$ cat src/rtl/iomem_periph_pkg.sv
// Shared definitions for the iomem peripheral bank: register offsets,
// the voice register layout and a byte-lane mask helper.
package iomem_periph_pkg;

    localparam logic [7:0] OFF_GPIO       = 8'h00;
    localparam logic [7:0] OFF_BTN_STATE  = 8'h04;
    localparam logic [7:0] OFF_BTN_EVENT  = 8'h08;
    localparam logic [7:0] OFF_BTN_IRQ_EN = 8'h0C;
    localparam logic [7:0] OFF_VOICE_BASE = 8'h40;

    localparam int PITCH_LSB = 0;
    localparam int PITCH_W   = 8;
    localparam int VEL_LSB   = 8;
    localparam int VEL_W     = 8;
    localparam int WAVE_LSB  = 16;
    localparam int WAVE_W    = 2;
    localparam int GATE_LSB  = 24;

    localparam int REL_EVT_LSB = 16;

    typedef struct packed {
        logic              gate;
        logic [WAVE_W-1:0]  waveform;
        logic [VEL_W-1:0]   velocity;
        logic [PITCH_W-1:0] pitch;
    } voice_t;

    function automatic logic [31:0] lane_mask(input logic [3:0] wstrb);
        return {{8{wstrb[3]}}, {8{wstrb[2]}}, {8{wstrb[1]}}, {8{wstrb[0]}}};
    endfunction

    function automatic logic [31:0] voice_to_word(input voice_t v);
        logic [31:0] w;
        w = '0;
        w[PITCH_LSB +: PITCH_W] = v.pitch;
        w[VEL_LSB +: VEL_W]     = v.velocity;
        w[WAVE_LSB +: WAVE_W]   = v.waveform;
        w[GATE_LSB]             = v.gate;
        return w;
    endfunction

    function automatic voice_t word_to_voice(input logic [31:0] w);
        voice_t v;
        v.pitch    = w[PITCH_LSB +: PITCH_W];
        v.velocity = w[VEL_LSB +: VEL_W];
        v.waveform = w[WAVE_LSB +: WAVE_W];
        v.gate     = w[GATE_LSB];
        return v;
    endfunction

endpackage

$ cat src/rtl/iomem_periph_bank_btn_debounce.sv
// Per-bit button debouncer: 2-flop synchroniser, hold counter and stable
// level, with single-cycle rise/fall pulses coincident with the level update.
module btn_debounce #(
    parameter int W               = 4,
    parameter int DEBOUNCE_CYCLES = 12000
) (
    input  logic         clk,
    input  logic         resetn,
    input  logic [W-1:0] din,
    output logic [W-1:0] stable,
    output logic [W-1:0] rise,
    output logic [W-1:0] fall
);

    localparam int CNT_W = $clog2(DEBOUNCE_CYCLES);
    localparam logic [CNT_W-1:0] CNT_LAST = CNT_W'(DEBOUNCE_CYCLES - 1);

    logic [W-1:0]            sync1_q, sync2_q;
    logic [W-1:0]            stable_q, stable_d;
    logic [W-1:0][CNT_W-1:0] cnt_q, cnt_d;

    always_comb begin
        stable_d = stable_q;
        cnt_d    = cnt_q;
        rise     = '0;
        fall     = '0;
        for (int i = 0; i < W; i++) begin
            if (sync2_q[i] == stable_q[i]) begin
                cnt_d[i] = '0;
            end else if (cnt_q[i] == CNT_LAST) begin
                stable_d[i] = sync2_q[i];
                cnt_d[i]    = '0;
                rise[i]     = sync2_q[i];
                fall[i]     = !sync2_q[i];
            end else begin
                cnt_d[i] = cnt_q[i] + 1'b1;
            end
        end
    end

    always_ff @(posedge clk) begin
        if (!resetn) begin
            sync1_q  <= '0;
            sync2_q  <= '0;
            stable_q <= '0;
            cnt_q    <= '0;
        end else begin
            sync1_q  <= din;
            sync2_q  <= sync1_q;
            stable_q <= stable_d;
            cnt_q    <= cnt_d;
        end
    end

    assign stable = stable_q;

endmodule

$ cat src/rtl/iomem_periph_bank.sv
// PicoSoC iomem slave with GPIO, debounced buttons (sticky events + irq) and synth
// voice registers. Define BTN_RELEASE_EVT_EN to add release events at bit 16 upward.
module iomem_periph_bank
    import iomem_periph_pkg::*;
#(
    parameter logic [7:0] BASE_PAGE       = 8'h03,
    parameter int         GPIO_W          = 8,
    parameter int         BTN_W           = 4,
    parameter int         NUM_VOICES      = 4,
    parameter int         DEBOUNCE_CYCLES = 12000
) (
    input  logic                    clk,
    input  logic                    resetn,
    input  logic                    iomem_valid,
    output logic                    iomem_ready,
    input  logic [3:0]              iomem_wstrb,
    input  logic [31:0]             iomem_addr,
    input  logic [31:0]             iomem_wdata,
    output logic [31:0]             iomem_rdata,
    input  logic [BTN_W-1:0]        btn_in,
    output logic [GPIO_W-1:0]       gpio_out,
    output logic                    irq,
    output logic [8*NUM_VOICES-1:0] voice_pitch,
    output logic [8*NUM_VOICES-1:0] voice_velocity,
    output logic [2*NUM_VOICES-1:0] voice_waveform,
    output logic [NUM_VOICES-1:0]   voice_gate
);

    localparam logic [31:0] LVL_MASK = 32'((64'd1 << BTN_W) - 64'd1);
`ifdef BTN_RELEASE_EVT_EN
    localparam logic [31:0] EVT_MASK = LVL_MASK | (LVL_MASK << REL_EVT_LSB);
`else
    localparam logic [31:0] EVT_MASK = LVL_MASK;
`endif

    logic                         ready_q, ready_d;
    logic [31:0]                  rdata_q, rdata_d;
    logic [GPIO_W-1:0]            gpio_q, gpio_d;
    logic [31:0]                  evt_q, evt_d;
    logic [31:0]                  irq_en_q, irq_en_d;
    voice_t [NUM_VOICES-1:0]      voice_q, voice_d;

    logic [BTN_W-1:0] btn_stable, btn_rise, btn_fall;
    logic             sel, wr, voice_hit;
    logic [7:0]       off, voice_off;
    logic [3:0]       voice_idx;
    logic [31:0]      wmask, evt_set, evt_clr;
    logic             unused_bits;

    btn_debounce #(
        .W               (BTN_W),
        .DEBOUNCE_CYCLES (DEBOUNCE_CYCLES)
    ) u_btn (
        .clk    (clk),
        .resetn (resetn),
        .din    (btn_in),
        .stable (btn_stable),
        .rise   (btn_rise),
        .fall   (btn_fall)
    );

    // A held request is answered once; the cycle after ready never re-selects.
    assign sel       = iomem_valid && !ready_q && (iomem_addr[31:24] == BASE_PAGE);
    assign wr        = sel && (iomem_wstrb != 4'b0000);
    assign off       = {iomem_addr[7:2], 2'b00};
    assign wmask     = lane_mask(iomem_wstrb);
    assign voice_off = off - OFF_VOICE_BASE;
    assign voice_idx = voice_off[5:2];
    assign voice_hit = (off >= OFF_VOICE_BASE) && (int'(voice_off) < 4 * NUM_VOICES);

    always_comb begin
        evt_set = 32'(btn_rise);
`ifdef BTN_RELEASE_EVT_EN
        evt_set = evt_set | (32'(btn_fall) << REL_EVT_LSB);
`endif
    end

    assign evt_clr = (wr && off == OFF_BTN_EVENT) ? (iomem_wdata & wmask) : '0;

    always_comb begin
        ready_d  = sel;
        rdata_d  = '0;
        gpio_d   = gpio_q;
        irq_en_d = irq_en_q;
        voice_d  = voice_q;
        // Set is applied after clear so a coincident edge is never lost.
        evt_d    = ((evt_q & ~evt_clr) | evt_set) & EVT_MASK;

        if (sel) begin
            case (off)
                OFF_GPIO:       rdata_d = 32'(gpio_q);
                OFF_BTN_STATE:  rdata_d = 32'(btn_stable);
                OFF_BTN_EVENT:  rdata_d = evt_q;
                OFF_BTN_IRQ_EN: rdata_d = irq_en_q;
                default:        rdata_d = '0;
            endcase
            for (int v = 0; v < NUM_VOICES; v++) begin
                if (voice_hit && voice_idx == v[3:0]) begin
                    rdata_d = voice_to_word(voice_q[v]);
                end
            end
        end

        if (wr) begin
            if (off == OFF_GPIO) begin
                gpio_d = GPIO_W'((32'(gpio_q) & ~wmask) | (iomem_wdata & wmask));
            end
            if (off == OFF_BTN_IRQ_EN) begin
                irq_en_d = ((irq_en_q & ~wmask) | (iomem_wdata & wmask)) & EVT_MASK;
            end
            for (int v = 0; v < NUM_VOICES; v++) begin
                if (voice_hit && voice_idx == v[3:0]) begin
                    voice_d[v] = word_to_voice((voice_to_word(voice_q[v]) & ~wmask)
                                               | (iomem_wdata & wmask));
                end
            end
        end
    end

    always_ff @(posedge clk) begin
        if (!resetn) begin
            ready_q  <= 1'b0;
            rdata_q  <= '0;
            gpio_q   <= '0;
            evt_q    <= '0;
            irq_en_q <= '0;
            voice_q  <= '0;
        end else begin
            ready_q  <= ready_d;
            rdata_q  <= rdata_d;
            gpio_q   <= gpio_d;
            evt_q    <= evt_d;
            irq_en_q <= irq_en_d;
            voice_q  <= voice_d;
        end
    end

    assign iomem_ready = ready_q;
    assign iomem_rdata = rdata_q;
    assign gpio_out    = gpio_q;
    assign irq         = |(evt_q & irq_en_q);

    for (genvar v = 0; v < NUM_VOICES; v++) begin : g_voice
        assign voice_pitch[8*v +: 8]    = voice_q[v].pitch;
        assign voice_velocity[8*v +: 8] = voice_q[v].velocity;
        assign voice_waveform[2*v +: 2] = voice_q[v].waveform;
        assign voice_gate[v]            = voice_q[v].gate;
    end

    assign unused_bits = ^{iomem_addr[23:8], iomem_addr[1:0], voice_off[7:6], btn_fall};

endmodule

$ cat config.mk
export PLATFORM = sky130hd
export DESIGN_NAME = iomem_periph_bank
export DESIGN_NICKNAME = d
export VERILOG_FILES = /design/src/rtl/iomem_periph_pkg.sv /design/src/rtl/iomem_periph_bank_btn_debounce.sv /design/src/rtl/iomem_periph_bank.sv
export SDC_FILE = /design/constraint.sdc
export NUM_CORES = 1
export LEC_CHECK = 0
export ABC_AREA = 1
export ABC_CLOCK_PERIOD_IN_PS = 1950
export CORE_UTILIZATION = 53
export CTS_BUF_LIST = sky130_fd_sc_hd__clkbuf_4
export CTS_CLUSTER_SIZE = 30
export DETAILED_ROUTE_END_ITERATION = 10
export HOLD_SLACK_MARGIN = 0.15
export PLACE_DENSITY = 0.8
export REMOVE_ABC_BUFFERS = 1
export SLEW_MARGIN = 20
export SYNTH_ARGS = -nofsm -noshare
export SYNTH_HDL_FRONTEND = slang
export SYNTH_HIERARCHICAL = 1
export SYNTH_SLANG_ARGS = --single-unit
export TNS_END_PERCENT = 50
$ cat constraint.sdc
create_clock -name clk -period 1.95 [get_ports clk]
set_input_delay 0.2925 -clock clk [delete_from_list [all_inputs] [get_ports clk]]
set_output_delay 0.2925 -clock clk [all_outputs]
set_load 0.02 [all_outputs]
# After elaboration in Yosys (flattened, before gate mapping)
# Cells that the tools add are included.
# totals
reg_bits	193
inputBits	75
out_inout_bits	118
wordCells	122
# classes
add_sub_neg	5
n_lt_le_gt_ge	2
n_eq_ne	15
mux	14
bitwise_logic	24
n_reduce_logical	30
# ops
cell	n
25-bit AND	5
25-bit 2-to-1 mux	4
25-bit bitwise OR	4
14-bit by 1-bit adder with 14-bit output (second input constant)	4
14-bit == test (second input constant)	4
8-bit one-hot mux with 4 select lines	1
32-bit OR reduction	1
25-bit NOT	1
2-bit AND reduction	11
4-bit AND	3
6-bit by 2-bit == test with 1-bit output (second input constant)	2
3-bit OR reduction	4
1-bit logical AND	9
8-bit AND	1
4-bit by 2-bit == test with 1-bit output (second input constant)	2
8-bit by 2-bit == test with 1-bit output (second input constant)	1
8-bit by 7-bit greater-or-equal comparator with 1-bit output (second input constant)	1
8-bit zero test	1
8-bit by 5-bit less-than comparator with 1-bit output (second input constant)	1
1-bit 2-to-1 mux	8
4-bit bitwise OR	2
8-bit bitwise OR	1
8-bit by 7-bit subtractor with 8-bit output (second input constant)	1
6-bit by 1-bit == test with 1-bit output (second input constant)	1
9 further kinds	17

# Logic depth before layout (Yosys ltp)
# logic_depth
ltp_word	9
ltp_mapped	10
depth_no_buf	10

# By module
# Netlist, hierarchy kept.
# modules_own_cells
module	instances	cells_per_inst	area_per_inst_um2	seq_area_each_um2
iomem_periph_bank	1	780	5347.6	2242.2
btn_debounce	1	504	3422.0	1361.3

# Worst setup path before layout
# No wires, ideal clock.
# synth_timing
kind	reg2reg
from	register ready_q (netlist: iomem_ready)
to	register with a tool-made name
setup_time_ns	0.116
arrival_time_ns	1.504
t_required_ns	1.834
slack_ns	0.330
stages_incl_launch_ff	9
n_path_buf	2
period_less_slack_ns	1.620
path_cell_list	dfxtp_1 -> inv_1 -> nand2_1 -> nor3_4 -> buf_12 -> nand4_4 -> buf_6 -> o21ai_0 -> nor2_1
# synth_lines
element	line	source
start: declaration	iomem_periph_bank.sv:36	logic ready_q, ready_d;
start signal: assignment	iomem_periph_bank.sv:129	ready_q <= ready_d;

==> impl_metrics.toml <==
[run]
cap_violations = 0

[routing]
vias = 8259
firstDrtPassIters = 7
ant_nets = 0
drt-initial-drc-count = 445
viasPerCell = 4.943
wl_per_cell_um = 13.23
drt-total-wl_mm = 22.11
route.detailed.drc = 0

[sta]
rsz0062_at_grt = "no"
hold_viol_final = 0
finalSetupTns_ns = 0
fin_crit_sh = 0.9667
slew_violations = 0
fmax_mhz = 530.5
period_minus_slack_ns = 1.885
setup_viol = 0
fin_skew_ns = 0.02158

[global_route]
grt-busiest-layer = "met2"
antenna_found_initial = 1
grt_overflow = 0
grt_pass1_wl_mm = 35.07
grt_usage = 0.2629
grt_pass1_vias = 7433
grt_max_degree = 59
use_met1 = 0.3341
use_met2 = 0.4280
met3_usage = 0.05822

[cts]
clkSinkCount = 180
clk_pin_slew_worst_paths_ns = 0.15
cts_root_buf = "clkbuf_4"
cts_buffers = 17
clk_latency_ns = 0.59
cts_tree = "yes"
h-tree-depth = 4
post-cts-setup-buffers = 0
clockBufferDepth = 2

[worst_setup_path]
crit_chain = "clkdlybuf4s50_1"
path_max_fanout = 3
cp.required_ns = 1.66
cp_slowest_stage_delay_ns = 0.62
endpoint_kind = "output port"
worstSetupStartpointType = "flip-flop"
critPathSlowestCell = "clkdlybuf4s50_1"
path_delay_family = "buffers and inverters"
timing.critical_path.buf_inv = 1
crit_type = "flip-flop to output port"
worstPathArrival_ns = 1.59

[cells_and_area]
fillerInstances = 1370
area_growth_syn_to_layout_pct = 25.11
drive_gt1_frac = 0.07634
multiInputGateArea_sq_um = 4121
num-nets-final = 1520
register_area_sq_um = 3603
final_cells = 1671

[floorplan]
io_pins = 193
die_area_sq_um = 17020
die_x_um = 130.5
start_util = 0.5466
die_h_um = 130.5
rows = 46
core_sq_um = 16000

[logic_synthesis]
yosys_warnings = 6
syn_area_sq_um = 8746
postSynthCellCount = 1278
avgSynthCellArea_sq_um = 6.843

[pwr]
power_density_nw_per_um2 = 565.9
p_leak_nw = 5.759
peakVddDrop_mv = 0.4781

[place]
gp_congestion = 0.9097
dp.cells = 1637
hpwl_mm = 16.04
io_buffers = 148

[hold_path]
hp-class = "input pin to flip-flop"

[status]
status = "complete, no violations"
[through the flow]
step	cell area [sq um]	power [mW]	setup WS (ns)	hold WS, ns	util
final	10940	6.191	0.06497	0.2244	0.6838
after global routing	10940	6.430	0.003461	0.1885	0.6838
after CTS	10780	6.232	0.001749	0.1836	0.6740
after detailed placement	10500	4.079	-0.1687	0.3970	0.6562
after global placement	10500	4.074	-0.1178	0.3949	0.6562
after floorplan	8412	3.868	-0.1817	0.3860	-
[final timing paths]
path / start / endpoint / slack [ns] / cells after the start
setup reg to reg: iomem_ready / flip-flop / 0.31 / 7
hold reg to reg: u_btn/sync1_q[2] / u_btn/sync2_q[2] / 0.43 / 2
setup / recovery: flip-flop / voice_waveform[1] / 0.06 / 1
hold / removal: btn_in[1] / u_btn/sync1_q[1] / 0.22 / 3
[final cells by class]
class                           count  share of cell area
Multi-Input combinational cell    875              0.3767
Sequential cell                   180              0.3293
Timing Repair Buffer              184              0.1793
Inverter                          183             0.06278
Tap cell                          216             0.02470
Clock inverter                     15             0.01532
Clock buffer                       17             0.01166
Antenna cell                        1           0.0002287
[report_power, final]
group	internal (mW)	switching, mW
Combinational	0.122	0.186
Sequential	3.69	0.00578
Clock	0.799	1.39
Total	4.61	1.58
[placed cells by master (no fill, tap or decap), types with 26 or more instances in the layout]
master           count
nand3_1             43
dfxtp_1            180
o21ai_0             30
dlymetal6s2s_1      62
nor2_1             272
buf_4               30
clkdlybuf4s50_1     69
nand2_1            335
inv_1              182
nand4_1             42
a21oi_1             26
[metal layers]
layer	part of all wire	wire length, um
met1	0.45	9908
met2	0.46	10260
met3	0.056	1242
met4	0.032	697
met5	0	0
[repair_timing]
action,CTS,global route
hold endpoints to repair,9,0
pin swaps,0,0
hold buffers,1,0
resized for setup,16,62
setup endpoints to repair,16,62
gates cloned,0,0
Note: power is estimated with default switching activity, not from simulation.
